===== src/rtl/shared_timer_sched.sv =====
// Round-robin shared down-counting delay timer: one requester at a time owns the counter.
// Optional tick prescaler enabled by defining SHARED_TIMER_SCHED_PRESCALE_EN.
module shared_timer_sched #(
  parameter int NREQ  = 4,
  parameter int CW    = 16,
  parameter int PRESC = 50
) (
  input  logic              clk,
  input  logic              aclr,
  input  logic [NREQ-1:0]   req,
  input  logic [NREQ*CW-1:0] delay_i,
  input  logic              abort,
  output logic [NREQ-1:0]   grant,
  output logic [NREQ-1:0]   done,
  output logic              busy,
  output logic [CW-1:0]     cur_cnt
);

  localparam int IW = (NREQ > 2) ? $clog2(NREQ) : 1;

  localparam logic [1:0] S_IDLE = 2'd0;
  localparam logic [1:0] S_LOAD = 2'd1;
  localparam logic [1:0] S_RUN  = 2'd2;
  localparam logic [1:0] S_DONE = 2'd3;

  if (NREQ < 2 || PRESC < 2) begin : g_bad_cfg
    $error("shared_timer_sched: NREQ and PRESC must both be >= 2");
  end

  logic [1:0]               state;
  logic [IW-1:0]            g, ptr, pick, idx;
  logic                     found;
  logic [CW-1:0]            cnt;
  logic                     tick;
  logic [NREQ-1:0]          pick_oh;
  logic [NREQ-1:0][CW-1:0]  dly;
  logic [CW-1:0]            d_sel;

  assign dly   = delay_i;
  assign d_sel = dly[g];

  // Scan starts just after the last owner, so whoever finished goes to the back of the line.
  always_comb begin
    found = 1'b0;
    pick  = ptr;
    idx   = '0;
    for (int i = 1; i <= NREQ; i++) begin
      idx = IW'((int'(ptr) + i) % NREQ);
      if (!found && req[idx]) begin
        found = 1'b1;
        pick  = idx;
      end
    end
  end

  assign pick_oh = NREQ'(1) << pick;

`ifdef SHARED_TIMER_SCHED_PRESCALE_EN
  localparam int PW = $clog2(PRESC);
  logic [PW-1:0] pcnt;

  assign tick = (pcnt == PW'(PRESC - 1));

  always_ff @(posedge clk or negedge aclr) begin
    if (!aclr)                 pcnt <= '0;
    else if (state == S_LOAD)  pcnt <= '0;
    else if (state == S_RUN)   pcnt <= tick ? '0 : pcnt + 1'b1;
  end
`else
  assign tick = 1'b1;
`endif

  always_ff @(posedge clk or negedge aclr) begin
    if (!aclr) begin
      state <= S_IDLE;
      grant <= '0;
      cnt   <= '0;
      g     <= '0;
      ptr   <= IW'(NREQ - 1);
    end else begin
      case (state)
        S_IDLE: begin
          if (found) begin
            state <= S_LOAD;
            g     <= pick;
            grant <= pick_oh;
          end
        end
        S_LOAD: begin
          if (abort) begin
            state <= S_IDLE;
            grant <= '0;
            cnt   <= '0;
            ptr   <= g;
          end else begin
            cnt   <= d_sel;
            state <= (d_sel == '0) ? S_DONE : S_RUN;
          end
        end
        S_RUN: begin
          // Abort takes precedence even on the expiring tick: no done pulse.
          if (abort) begin
            state <= S_IDLE;
            grant <= '0;
            cnt   <= '0;
            ptr   <= g;
          end else if (tick) begin
            if (cnt == CW'(1))  state <= S_DONE;
            else if (cnt != '0) cnt   <= cnt - 1'b1;
          end
        end
        default: begin
          state <= S_IDLE;
          grant <= '0;
          cnt   <= '0;
          ptr   <= g;
        end
      endcase
    end
  end

  assign busy    = (state != S_IDLE);
  assign done    = (state == S_DONE) ? grant : '0;
  assign cur_cnt = cnt;

endmodule


===== config.mk =====
export PLATFORM = sky130hd
export DESIGN_NAME = shared_timer_sched
export DESIGN_NICKNAME = d
export VERILOG_FILES = /design/src/rtl/shared_timer_sched.sv
export SDC_FILE = /design/constraint.sdc
export NUM_CORES = 1
export LEC_CHECK = 0
export CORE_UTILIZATION = 35
export CTS_CLUSTER_SIZE = 25
export DETAILED_ROUTE_END_ITERATION = 8
export PLACE_DENSITY = 0.69
export REMOVE_ABC_BUFFERS = 1
export SETUP_SLACK_MARGIN = 0.2
export SLEW_MARGIN = 30
export SYNTH_ARGS = -nofsm -noshare
export SYNTH_HDL_FRONTEND = slang
export SYNTH_SLANG_ARGS = --single-unit

===== constraint.sdc =====
create_clock -name clk -period 2.5 [get_ports clk]
set_input_delay 0.5 -clock clk [delete_from_list [all_inputs] [get_ports clk]]
set_output_delay 0.5 -clock clk [all_outputs]
set_load 0.005 [all_outputs]

; ---- Word-level counts from Yosys, hierarchy flattened
; Cells that the tools add are included.
; W data, S select, Z words.
[op_classes]
n_reduce_logical = 16
shift = 1
bitwise_logic = 1
n_mux = 35
n_eq_ne = 9
add_sub_neg = 5
order_cmp = 5
[op_table]
columns = operator, count
row1 = $mux W16, 5
row2 = $pmux W16 S3, 1
row3 = $bmux W16 S2, 1
row4 = $mux W2, 9
row5 = $eq A16 B1 Y1 const B, 1
row6 = $logic_not A16 Y1, 1
row7 = $reduce_bool A16 Y1, 1
row8 = $sub A16 B1 Y16 const B, 1
row9 = $lt A2 B3 Y1 const B, 5
row10 = $mux W4, 3
row11 = $mux W1, 9
row12 = $ne A3 B3 Y1 const B, 3
row13 = $bmux W1 S2, 4
row14 = $pmux W4 S2, 1
row15 = $reduce_and A2 Y1, 4
row16 = $pmux W2 S3, 1
row17 = $add A2 B1 Y2 const B, 2
row18 = $add A2 B2 Y2 const B, 2
row19 = $eq A2 B2 Y1 const B, 2
row20 = $pmux W2 S2, 1
row21 = $shl A1 B2 Y4 const A, 1
row22 = $logic_and A1 B1 Y1, 3
row23 = $logic_not A1 Y1, 3
row24 = $reduce_and A3 Y1, 1
row25 = other kinds (7), 7
[totals]
regBits = 26
in_bits = 71
output_inout_bits = 25

; ---- Longest topological paths before layout
[logic_depth]
word_depth = 16
mapped_depth = 8
depth_no_buf = 7

; ---- Worst setup path after synthesis
; Ideal clock, no wire load.
[synth_path]
path_kind = reg2reg
startpoint = reg g[0]
endpoint = reg state[0]
setup_ns = 0.065
arrival_ns = 2.181
path_slack_ns = 0.254
path_buffers = 1
required_ns = 2.435
stages_incl_launch_ff = 7
period_less_slack_ns = 2.246
path_cell_list = dfrtp_1 -> buf_6 -> mux4_2 -> or4_1 -> or4b_1 -> o22ai_1 -> mux2_1
[synth_between]
elab_chain_cells = 6
[synth_rtl]
columns = element, line
row1 = start: declaration, 31  ; logic [IW-1:0] g, ptr, pick, idx;
row2 = start signal: assignment, 85  ; g <= pick;
row3 = $bmux W16 S2, 40  ; assign d_sel = dly[g];
row4 = $mux W16 (implied by the code), 40
row5 = $logic_not A16 Y1, 97  ; state <= (d_sel == '0) ? S_DONE : S_RUN;
row6 = $mux W1, 97
row7 = $mux W2, 90  ; if (abort) begin
row8 = $pmux W2 S3, 81  ; case (state)
row9 = end signal: assignment, 97
row10 = end: declaration, 30  ; logic [1:0] state;
; No other way between the ends. The select of a mux whose other input is x is not followed.
; A chain may end at the register's enable or synchronous reset.

; ---- Worst setup path after layout
[layout_path]
startpoint = in delay_i[59]
endpoint = reg state[0]
[layout_between]
elab_chain_cells = 6
[layout_rtl]
columns = element, line
row1 = start: declaration, 11  ; input logic [NREQ*CW-1:0] delay_i,
row2 = $bmux W16 S2, 40
row3 = $mux W16 (implied by the code), 40
row4 = $logic_not A16 Y1, 97
row5 = $mux W1, 97
row6 = $mux W2, 90
row7 = $pmux W2 S3, 81
; No other way between the ends. The select of a mux whose other input is x is not followed.

==> impl_metrics.json <==
{
  "route.detailed.drc": 0,
  "routedWlPerCell_um": 16.9,
  "place_congestion": 0.880,
  "grt_start_max_net_pins": 27,
  "cp_slowest_cell": "or4_1",
  "start_util": 0.373,
  "rsz0062_at_grt": "true",
  "first_global_vias": 2263,
  "r2r_slack_ps": 130,
  "synth_seq_cells": 26,
  "core_area_mm2": 0.00568,
  "synth-seq-area-share": 0.309,
  "clk_latency_ps": 270,
  "clock-sinks": 26,
  "ios": 96,
  "antenna_left": 0,
  "drv_slew": 0,
  "rows": 27,
  "antenna_found_initial": 1,
  "drive_gt1_frac": 0.127,
  "start_kind": "input pin",
  "io_buffers": 95,
  "end_kind": "flip-flop",
  "r2r_end": "state[0]",
  "htreeDepth": 1,
  "drv_cap": 0,
  "finalPower_mw": 4.03,
  "syn_inst": 216,
  "synth-async-reset-ratio": 1.00,
  "cts_tree": "built",
  "routed_wl_um": 6690,
  "syn-mean-instance-area_um2": 9.80,
  "synthDistinctLibCells": 50,
  "drtIter0Drc": 140,
  "synthSimpleGateAreaFrac": 0.194,
  "synthAdderAreaFrac": 0.0473,
  "vias": 2238,
  "synth.most_common_cell": "dfrtp_1",
  "cpPeakStageDelay_ps": 520,
  "critPathBufInv": 1,
  "peakVddDrop_uv": 475,
  "numCtsBuffers": 3,
  "cpLargestDelayFamily": "simple AND/OR/NAND/NOR gates",
  "worstPathRequired_ps": 2720,
  "multi_input_area_mm2": 0.00139,
  "synth.cell_area_mm2": 0.00212,
  "synth_top_flop_cell": "dfrtp_1",
  "syn_to_final_growth_pct": 57.6,
  "grt-ovfl-total": 0,
  "via_per_inst": 5.65,
  "synth_compound_area_frac": 0.191,
  "slew_headroom": 0.649,
  "muxShareOfSynthArea": 0.202,
  "r2r_start": "g[0]",
  "synth_xor_area_frac": 0.0165,
  "final_core_util": 0.588,
  "hp-start": "grant[2]",
  "clockBufferDepth": 2,
  "synth_commonest_cells": "dfrtp_1 (24), o21ai_0 (19), nand2_1 (13), nor2_1 (13), mux4_2 (12)",
  "synth_area_leaders": "dfrtp_1 (28%), mux4_2 (13%), mux4_1 (5.0%), ha_1 (4.7%), o21ai_0 (4.5%)",
  "finalSetupViolCount": 0,
  "fin_crit_sh": 0.977,
  "min_path_cells": 1,
  "synth_warnings": 0,
  "finalClockSkew_ps": 3.83,
  "path_cells": "clkdlybuf4s50_1 -> mux4_2 -> or4_1 -> or4b_1 -> o22ai_1 -> mux2_1",
  "worstHoldEndpoint": "grant[2]",
  "seqCellArea_um2": 654,
  "synth_top_area_share": 0.284,
  "period_minus_slack_ps": 2440,
  "final-hold-violation-count": 0,
  "clk_pin_slew_ps": 90,
  "worstPathArrival_ps": 2660,
  "nets": 404,
  "detailed_place_hpwl_um": 5380,
  "worstMarginPinSlew_ps": 522,
  "die_width_um": 79.8,
  "yosysTopAreaCell": "dfrtp_1",
  "cp_max_fo": 2,
  "cts-root-buf": "clkbuf_8",
  "die_h_um": 79.8,
  "max_freq_mhz": 410,
  "hold_class": "flip-flop to flip-flop",
  "path_class": "input pin to flip-flop",
  "drt_first_pass_iters": 4,
  "reg2regPathDepth": 5,
  "antenna_cells": 0,
  "status": "completed",
  "powerDensity_mw_per_mm2": 1210,
  "synth_edf_count": 0,
  "grt_usage": 0.227,
  "fillers": 513,
  "synth_top_family_by_area": "multiplexers",
  "grt_first_pass_wirelength_um": 11100,
  "static-leakage-power_nw": 1.34,
  "die_area_mm2": 0.00636
}
## cells in the final DEF, fill, tap and decap left out, types with 6 or more instances in the layout
cell type,count
ha_1,8
clkdlybuf4s50_1,95
inv_1,9
nand3_1,6
nor3_1,10
dfrtp_1,23
o21ai_0,19
a21oi_1,8
nor2_1,13
a22oi_1,6
buf_4,20
mux4_2,12
nand2_1,13
a22o_1,7
## final cells by class
class	count	area share
Multi-Input combinational cell	170	0.415
Timing Repair Buffer	115	0.330
Sequential cell	26	0.196
Tap cell	72	0.0270
Clock buffer	3	0.0124
Inverter	9	0.0101
Clock inverter	1	0.00900
## how the worst max path moves through the flow
stage          slack (ps)       end   startpoint  depth (start not counted)
2_1_floorplan        -210  state[0]         g[0]                          5
3_3_place_gp         -180  state[0]  delay_i[59]                          6
3_5_place_dp         -220  state[0]  delay_i[10]                          6
4_1_cts                80  state[0]  delay_i[10]                          6
5_1_grt                10  state[0]  delay_i[59]                          6
6_report               60  state[0]  delay_i[59]                          6
## flip-flops by register name, summed over array words and instances, names as in the netlist
register / flops
g: 2
state: 2
ptr: 2
cur_cnt: 16
grant: 4
## kinds of logic after synthesis
kind of cell | Yosys count
adder cells (fa/ha/maj) | 8
AND/OR/NAND/NOR | 76
buffers and inverters | 20
multiplexers | 21
flip-flops | 26
AO/OA/AOI/OAI | 61
XOR/XNOR | 4
## through the flow
stage               hold WS (ps)  instances  cell area [µm²]  TNS [ps]  setup slack [ps]
finish                       550        396             3340         0              58.6
global route                 582        396             3340         0              13.5
CTS                          555        396             3330         0              82.9
detailed placement           532        391             3250      -222              -222
global placement             533        391             3250      -178              -178
floorplan                    204        205             2070      -206              -206
## where the power goes
part / internal (mW) / leakage [nW] / switching [mW]
Clock: 0.214 / 0.0357 / 0.139
Sequential: 0.622 / 0.342 / 0.277
Combinational: 1.40 / 0.958 / 1.37
## repair_timing
item / CTS / global route
resized for setup: 1 / 1
setup buffers: 1 / 0
hold endpoints to repair: 0 / 0
hold buffers: 0 / 0
endpoints found under the setup margin: 1 / 3
cloned: 0 / 0
## per-layer routing
metal | global-route usage | share of wire | vias up
met5 | 0 | 0.0019 | -
met4 | 0.0643 | 0.017 | 2
met3 | 0.0354 | 0.068 | 12
met2 | 0.364 | 0.46 | 100
met1 | 0.317 | 0.45 | 1067
li1 | - | - | 1057
No activity file was read; power rests on OpenSTA's default activity.
